**config.mk**
```make
export PLATFORM = sky130hd
export DESIGN_NAME = branch_scoreboard_flat
export DESIGN_NICKNAME = d
export VERILOG_FILES = /design/src/rtl/branch_scoreboard_if.sv /design/src/rtl/branch_scoreboard.sv /design/src/flat_wrapper.sv
export SDC_FILE = /design/constraint.sdc
export NUM_CORES = 1
export LEC_CHECK = 0
export CAP_MARGIN = 25
export CORE_ASPECT_RATIO = 0.8
export CORE_UTILIZATION = 53
export DETAILED_ROUTE_END_ITERATION = 7
export PLACE_DENSITY = 0.71
export SYNTH_ARGS = -nofsm -noshare
export SYNTH_HDL_FRONTEND = slang
export SYNTH_SLANG_ARGS = --single-unit
```
**constraint.sdc**
```tcl
create_clock -name clk -period 14.2 [get_ports clk]
set_clock_uncertainty 0.05 [all_clocks]
set_input_delay 1.42 -clock clk [delete_from_list [all_inputs] [get_ports clk]]
set_output_delay 1.42 -clock clk [all_outputs]
set_load 0.05 [all_outputs]
```
**src/rtl/branch_scoreboard_if.sv**
```systemverilog
// branch_scoreboard_if: prediction push, resolution and redirect signals between predictor, core and scoreboard
interface branch_scoreboard_if #(parameter int Direction_SIZE = 32);
  logic                      pred_valid;
  logic                      pred_ready;
  logic                      pred_taken;
  logic [Direction_SIZE-1:0] pred_pc;
  logic [Direction_SIZE-1:0] pred_target;
  logic                      res_valid;
  logic                      res_taken;
  logic [Direction_SIZE-1:0] res_target;
  logic                      mispredict;
  logic [Direction_SIZE-1:0] redirect_pc;
  modport master (
    output pred_valid, pred_taken, pred_pc, pred_target, res_valid, res_taken, res_target,
    input  pred_ready, mispredict, redirect_pc
  );
  modport slave (
    input  pred_valid, pred_taken, pred_pc, pred_target, res_valid, res_taken, res_target,
    output pred_ready, mispredict, redirect_pc
  );
endinterface

```
**src/rtl/branch_scoreboard.sv**
```systemverilog
// branch_scoreboard: in-order queue of predictions checked at resolution, with redirect on miss and saturating accuracy stats
module branch_scoreboard #(
  parameter int Direction_SIZE = 32,
  parameter int DEPTH          = 8,
  parameter int PC_STEP        = 4,
  parameter int CNT_W          = 32
) (
  input  logic                         clk,
  input  logic                         reset,
  branch_scoreboard_if.slave           bus,
  output logic [$clog2(DEPTH+1)-1:0]   outstanding,
  output logic [CNT_W-1:0]             total_branch,
  output logic [CNT_W-1:0]             correct_cnt,
  output logic [CNT_W-1:0]             dir_miss_cnt,
  output logic [CNT_W-1:0]             tgt_miss_cnt,
  output logic                         underflow_err
);
  localparam int AW = $clog2(DEPTH);
  localparam logic [AW:0] FULL = (AW+1)'(DEPTH);
  localparam logic [AW:0] ONE  = (AW+1)'(1);

  logic                      q_taken  [DEPTH];
  logic [Direction_SIZE-1:0] q_pc     [DEPTH];
  logic [Direction_SIZE-1:0] q_target [DEPTH];
  logic [AW:0]               wptr, rptr, occ;
  logic                      push, pop, dir_miss, tgt_miss, miss;
  logic                      h_taken;
  logic [Direction_SIZE-1:0] h_pc, h_target, fix_pc;

  function automatic logic [CNT_W-1:0] sat_inc(input logic [CNT_W-1:0] c);
    return c + CNT_W'(c != '1);
  endfunction

  assign occ            = wptr - rptr;
  assign outstanding    = occ;
  assign h_taken        = q_taken[rptr[AW-1:0]];
  assign h_pc           = q_pc[rptr[AW-1:0]];
  assign h_target       = q_target[rptr[AW-1:0]];
  assign pop            = bus.res_valid & (occ != '0);
  assign bus.pred_ready = (occ < FULL) | pop;
  assign push           = bus.pred_valid & bus.pred_ready;
  assign dir_miss       = pop & (h_taken != bus.res_taken);
  assign tgt_miss       = pop & ~dir_miss & bus.res_taken & (h_target != bus.res_target);
  assign miss           = dir_miss | tgt_miss;
  assign fix_pc         = bus.res_taken ? bus.res_target : h_pc + Direction_SIZE'(PC_STEP);

  // Entry storage needs no reset: occupancy alone decides which slots are live.
  always_ff @(posedge clk) begin
    if (push) begin
      q_taken[wptr[AW-1:0]]  <= bus.pred_taken;
      q_pc[wptr[AW-1:0]]     <= bus.pred_pc;
      q_target[wptr[AW-1:0]] <= bus.pred_target;
    end
  end

  always_ff @(posedge clk or negedge reset) begin
    if (!reset) begin
      wptr            <= '0;
      rptr            <= '0;
      bus.mispredict  <= 1'b0;
      bus.redirect_pc <= '0;
      total_branch    <= '0;
      correct_cnt     <= '0;
      dir_miss_cnt    <= '0;
      tgt_miss_cnt    <= '0;
      underflow_err   <= 1'b0;
    end else begin
      // A miss empties the queue by snapping rptr to wptr and dropping any same-cycle push.
      if (push && !miss) wptr <= wptr + ONE;
      rptr            <= miss ? wptr : (pop ? rptr + ONE : rptr);
      bus.mispredict  <= miss;
      bus.redirect_pc <= miss ? fix_pc : bus.redirect_pc;
      total_branch    <= pop ? sat_inc(total_branch) : total_branch;
      correct_cnt     <= (pop && !miss) ? sat_inc(correct_cnt) : correct_cnt;
      dir_miss_cnt    <= dir_miss ? sat_inc(dir_miss_cnt) : dir_miss_cnt;
      tgt_miss_cnt    <= tgt_miss ? sat_inc(tgt_miss_cnt) : tgt_miss_cnt;
      underflow_err   <= underflow_err | (bus.res_valid & (occ == '0));
    end
  end
endmodule

```
**src/flat_wrapper.sv**
```systemverilog
// flat-port wrapper written by rule: the top's interface ports become plain ports
module branch_scoreboard_flat 
#(
  parameter int Direction_SIZE = 32,
  parameter int DEPTH          = 8,
  parameter int PC_STEP        = 4,
  parameter int CNT_W          = 32
)
  (clk, reset, outstanding, total_branch, correct_cnt, dir_miss_cnt, tgt_miss_cnt, underflow_err, bus_pred_valid, bus_pred_taken, bus_pred_pc, bus_pred_target, bus_res_valid, bus_res_taken, bus_res_target, bus_pred_ready, bus_mispredict, bus_redirect_pc);
  branch_scoreboard_if #(.Direction_SIZE(Direction_SIZE)) bus_i ();
  input  logic clk;
  input  logic reset;
  output logic [$clog2(DEPTH+1)-1:0] outstanding;
  output logic [CNT_W-1:0] total_branch;
  output logic [CNT_W-1:0] correct_cnt;
  output logic [CNT_W-1:0] dir_miss_cnt;
  output logic [CNT_W-1:0] tgt_miss_cnt;
  output logic underflow_err;
  input wire logic [$bits(bus_i.pred_valid)-1:0] bus_pred_valid;
  input wire logic [$bits(bus_i.pred_taken)-1:0] bus_pred_taken;
  input wire logic [$bits(bus_i.pred_pc)-1:0] bus_pred_pc;
  input wire logic [$bits(bus_i.pred_target)-1:0] bus_pred_target;
  input wire logic [$bits(bus_i.res_valid)-1:0] bus_res_valid;
  input wire logic [$bits(bus_i.res_taken)-1:0] bus_res_taken;
  input wire logic [$bits(bus_i.res_target)-1:0] bus_res_target;
  output wire logic [$bits(bus_i.pred_ready)-1:0] bus_pred_ready;
  output wire logic [$bits(bus_i.mispredict)-1:0] bus_mispredict;
  output wire logic [$bits(bus_i.redirect_pc)-1:0] bus_redirect_pc;
  assign bus_i.pred_valid = bus_pred_valid;
  assign bus_i.pred_taken = bus_pred_taken;
  assign bus_i.pred_pc = bus_pred_pc;
  assign bus_i.pred_target = bus_pred_target;
  assign bus_i.res_valid = bus_res_valid;
  assign bus_i.res_taken = bus_res_taken;
  assign bus_i.res_target = bus_res_target;
  assign bus_pred_ready = bus_i.pred_ready;
  assign bus_mispredict = bus_i.mispredict;
  assign bus_redirect_pc = bus_i.redirect_pc;
  branch_scoreboard #(.Direction_SIZE(Direction_SIZE), .DEPTH(DEPTH), .PC_STEP(PC_STEP), .CNT_W(CNT_W)) u_core (.clk(clk), .reset(reset), .bus(bus_i), .outstanding(outstanding), .total_branch(total_branch), .correct_cnt(correct_cnt), .dir_miss_cnt(dir_miss_cnt), .tgt_miss_cnt(tgt_miss_cnt), .underflow_err(underflow_err));
endmodule
```
==> metrics.md <==
| Metric | Value |
|---|---|
| Mapped Nets | 1,919 |
| Clock root cell | clkbuf_16 |
| Most frequent cells in the layout | 520 x edfxtp_1, 266 x clkdlybuf4s50_1, 168 x dfrtp_1, 114 x mux2i_1, 102 x nand2_1 |
| Least-Margin Pin Slew | around 1.0 ns |
| Clock transition at the registers of the reported paths | around 0.07 ns |
| Synthesized instance count | about 1,800 |
| Clock power share | ~26% |
| IO Port Bufs | 268 |
| Commonest non-fill, non-tap cell in the layout | edfxtp_1 |
| Worst vdd ir | 0.000125 V |
| Minimum clock period after layout | 6.22 ns |
| Post-route design area | approximately 0.035 mm^2 |
| Flop2flop setup slack | between 8 and 9 ns |
| Crit-path max FO | 39 |
| DP Area | ~0.032 mm^2 |
| Post-CTS sizing | 0 |
| Max-slew violation count | 0 |
| Post-Place Cells | around 2,700 |
| Lkg Pwr | ~12 nW |
| Avg Cell Area, Syn | around 16 um^2 |
| I/O pin cnt | around 270 |
| Yosys reg bits | 690 |
| Drt via density | 5.92 |
| Worst setup EP type | primary output |
| Yosys top cell by area | edfxtp_1 |
| Slew margin rel. | ~30% |
| Status | complete, no violations |
| Final clock period utilization by the worst path | around 44% |
| Gate power share | 35.0% |
| GR Layer Usage met2 | ~38% |
| DR pass1 iterations | 5 |
| Hold Vio Cnt, Final | 0 |
| Residual DRC | 0 |
| Hold_ws | roughly 0.44 ns |
| Post-synth EDFFs | between 500 and 600 |
| Top cells by area, synth | edfxtp_1 54%, dfrtp_1 15%, mux4_2 6.2% |
| Post-CTS Setup Bufs | 0 |
| Maximum clock rate | approximately 0.16 GHz |
| Met3 usage | 7.71% |
| Crit-path cells | buf_4 -> inv_2 -> ha_1 -> nor2b_1 -> o21ai_0 -> a21oi_1 -> nor2_1 -> or2_2 -> clkdlybuf4s50_1 |
| Non-Filler Instances | about 2,900 |
| Clock Path Buffers | 3 |
| MaxCap Viol Count | 0 |
| Vias in the first global route | around 17,000 |
| CORE AREA | 0.0539 mm^2 |
| Initial Util | between 50% and 60% |
| Fill cell count | about 3,700 |
| Routability cong. | 0.833 |
| WL final | between 60 and 70 mm |
| Row count | 76 |
| Fraction of registers with async set/reset | between 20% and 30% |
| Fin nets | 2,222 |
| Sw Pwr | between 2 and 2.5 mW |
| Share of cells above drive strength 1 | a little over an eighth |
| Clk_lat worst skew | slightly above 0.6 ns |
| Required time of the critical path | ~13 ns |
| Gr usage total | 25.2% |
| Seq pwr share | between 30% and 40% |
| CP Launch Type | flop |
| Main flop type after synthesis | edfxtp_1 |
| WL/cell | approximately 24 um |
| Syn. warnings | 0 |
| CTS sink count | slightly below 700 |
| GRT busiest layer | met2 |
| P&R area growth vs syn | 19.6% |
| Register area | around 0.02 mm^2 |
| Worst hold-check path type | flop to flop |
| M1 GR Usage | between 30% and 40% |
| First-pass GRT wire length | 104 mm |
| Post-synthesis cell area | 0.0289 mm^2 |
| Sequential cell area fraction in the yosys report | 68.7% |
| TNS Setup | 0 ns |
| RSZ-0062 raised after global routing | false |
| Internal Power | around 4.5 mW |
| Die Width | around 260 um |
| Dpl hpwl | between 40 and 50 mm |
| Power density over the cells | approximately 200 mW/mm^2 |
| CTS tree | done |
| Routed Antenna Nets | 0 |
| CP peak stage delay | between 1 and 1.5 ns |
| Final Setup Violations | 0 |
| Largest net degree at the start of global routing | roughly 100 |
| Worst Path Class, Setup | flop to primary output |
| GR Overflow Total | 0 |
| Critical Path Slowest Stage Cell | dfrtp_2 |
| Initial drt markers | between 1,500 and 2,000 |
| Area share of the largest cell type after synthesis | 54.0% |
| Crit path DAT | 4.75 ns |
| Num CTS Buffers | a little under 70 |
| Die Ht | 211 um |
| Die area | between 0.05 and 0.06 mm^2 |
| Sw frac | between 30% and 40% |
| Hold buffer count at CTS | 0 |
| H-tree depth | 3 |
| Vias | around 17,000 |
| Multi-input gate area | 0.00855 mm^2 |
| Netlist cell types | 65 |
| Initial antenna violation count | 9 |
[synthesized netlist by cell type (3+ instances only)]
cell / count
a22o_1: 13
or4_1: 5
buf_1: 5
o21a_1: 13
nand2b_1: 15
nand2_1: 102
xor2_1: 66
nor3_1: 22
xnor2_1: 93
buf_2: 13
edfxtp_1: 520
buf_12: 6
o21ai_0: 18
nor2b_1: 5
ha_1: 14
inv_1: 19
o22ai_1: 19
and2_1: 7
a22oi_1: 25
and3_1: 36
o211ai_1: 15
dfrtp_1: 170
nor4_2: 7
nand3_2: 3
nand3_1: 71
buf_6: 11
and4_1: 15
nor4_1: 14
a21oi_1: 48
mux4_2: 80
clkbuf_1: 25
nor2_1: 83
mux2_2: 38
nor3b_1: 7
nand4_1: 30
or3_1: 16
mux2i_1: 114
buf_4: 9
[path summary, 6_finish.rpt]
kind,from,endpoint,cells past startpoint
worst max-delay path,u_core.rptr[1],bus_pred_ready,9
worst min-delay path,u_core.tgt_miss_cnt[12],u_core.tgt_miss_cnt[12],1
worst max register to register,u_core.rptr[0],u_core.wptr[1],12
worst min register to register,u_core.tgt_miss_cnt[12],u_core.tgt_miss_cnt[12],1
max in group asynchronous,reset,u_core.bus.redirect_pc[29],3
min in group asynchronous,reset,u_core.tgt_miss_cnt[17],1
[area by class of cell]
cell class,instances,area share [%]
flip-flops and latches,690,57.5
multi-input cells,1022,24.7
repair buffers,302,8.63
clock buffers,93,5.61
well taps,702,2.54
clock inverters,31,0.770
inverters,20,0.217
diodes,8,0.0579
[through the flow]
stage / power [mW] / utilization [%] / worst slack (ns)
2_1_floorplan: 4.43 / - / 3.76
3_3_place_gp: 5.08 / 59.9 / 8.50
3_5_place_dp: 5.13 / 59.9 / 8.46
4_1_cts: 6.91 / 64.0 / 7.94
5_1_grt: 7.18 / 64.1 / 7.68
6_report: 6.89 / 64.2 / 7.98
[cells by family after synthesis]
group	count (synthesis)	share of synthesized area [%]
buf+inv	90	2.00
mux	233	11.7
flops	690	68.7
compound gates	163	3.68
xor+xnor	159	4.81
fa+ha+maj	15	0.675
simple gates	452	8.42
[sequential cells by signal, indices dropped and copies added (netlist names), 8 cells and up]
register and cells:
u_core.correct_cnt 32, u_core.tgt_miss_cnt 32, u_core.q_pc 256, u_core.dir_miss_cnt 32, u_core.q_taken 8, u_core.bus.redirect_pc 32
u_core.total_branch 32, u_core.q_target 256
[metal layers]
| metal | vias up | wire length [um] |
|---|---|---|
| met4 | 4 | 1390 |
| met1 | 8674 | 30000 |
| met5 | - | 21 |
| li1 | 7545 | - |
| met3 | 101 | 6330 |
| met2 | 667 | 31300 |
[worst max-delay path: cells and delay by family, from the launching register on]
family	cells	cell delay [ns]
compound gates	2	0.46
fa+ha+maj	1	0.36
buf+inv	3	1.68
flops	1	1.02
simple gates	3	0.60
[power by group through the flow]
stage | registers, mW | logic (mW) | clock network [mW]
5_1_grt | 2.73 | 2.57 | 1.89
2_1_floorplan | 2.95 | 1.49 | 0
4_1_cts | 2.70 | 2.41 | 1.81
6_report | 2.70 | 2.41 | 1.78
3_5_place_dp | 2.74 | 2.40 | 0
3_3_place_gp | 2.72 | 2.36 | 0
Note: power is estimated with default switching activity, not from simulation.
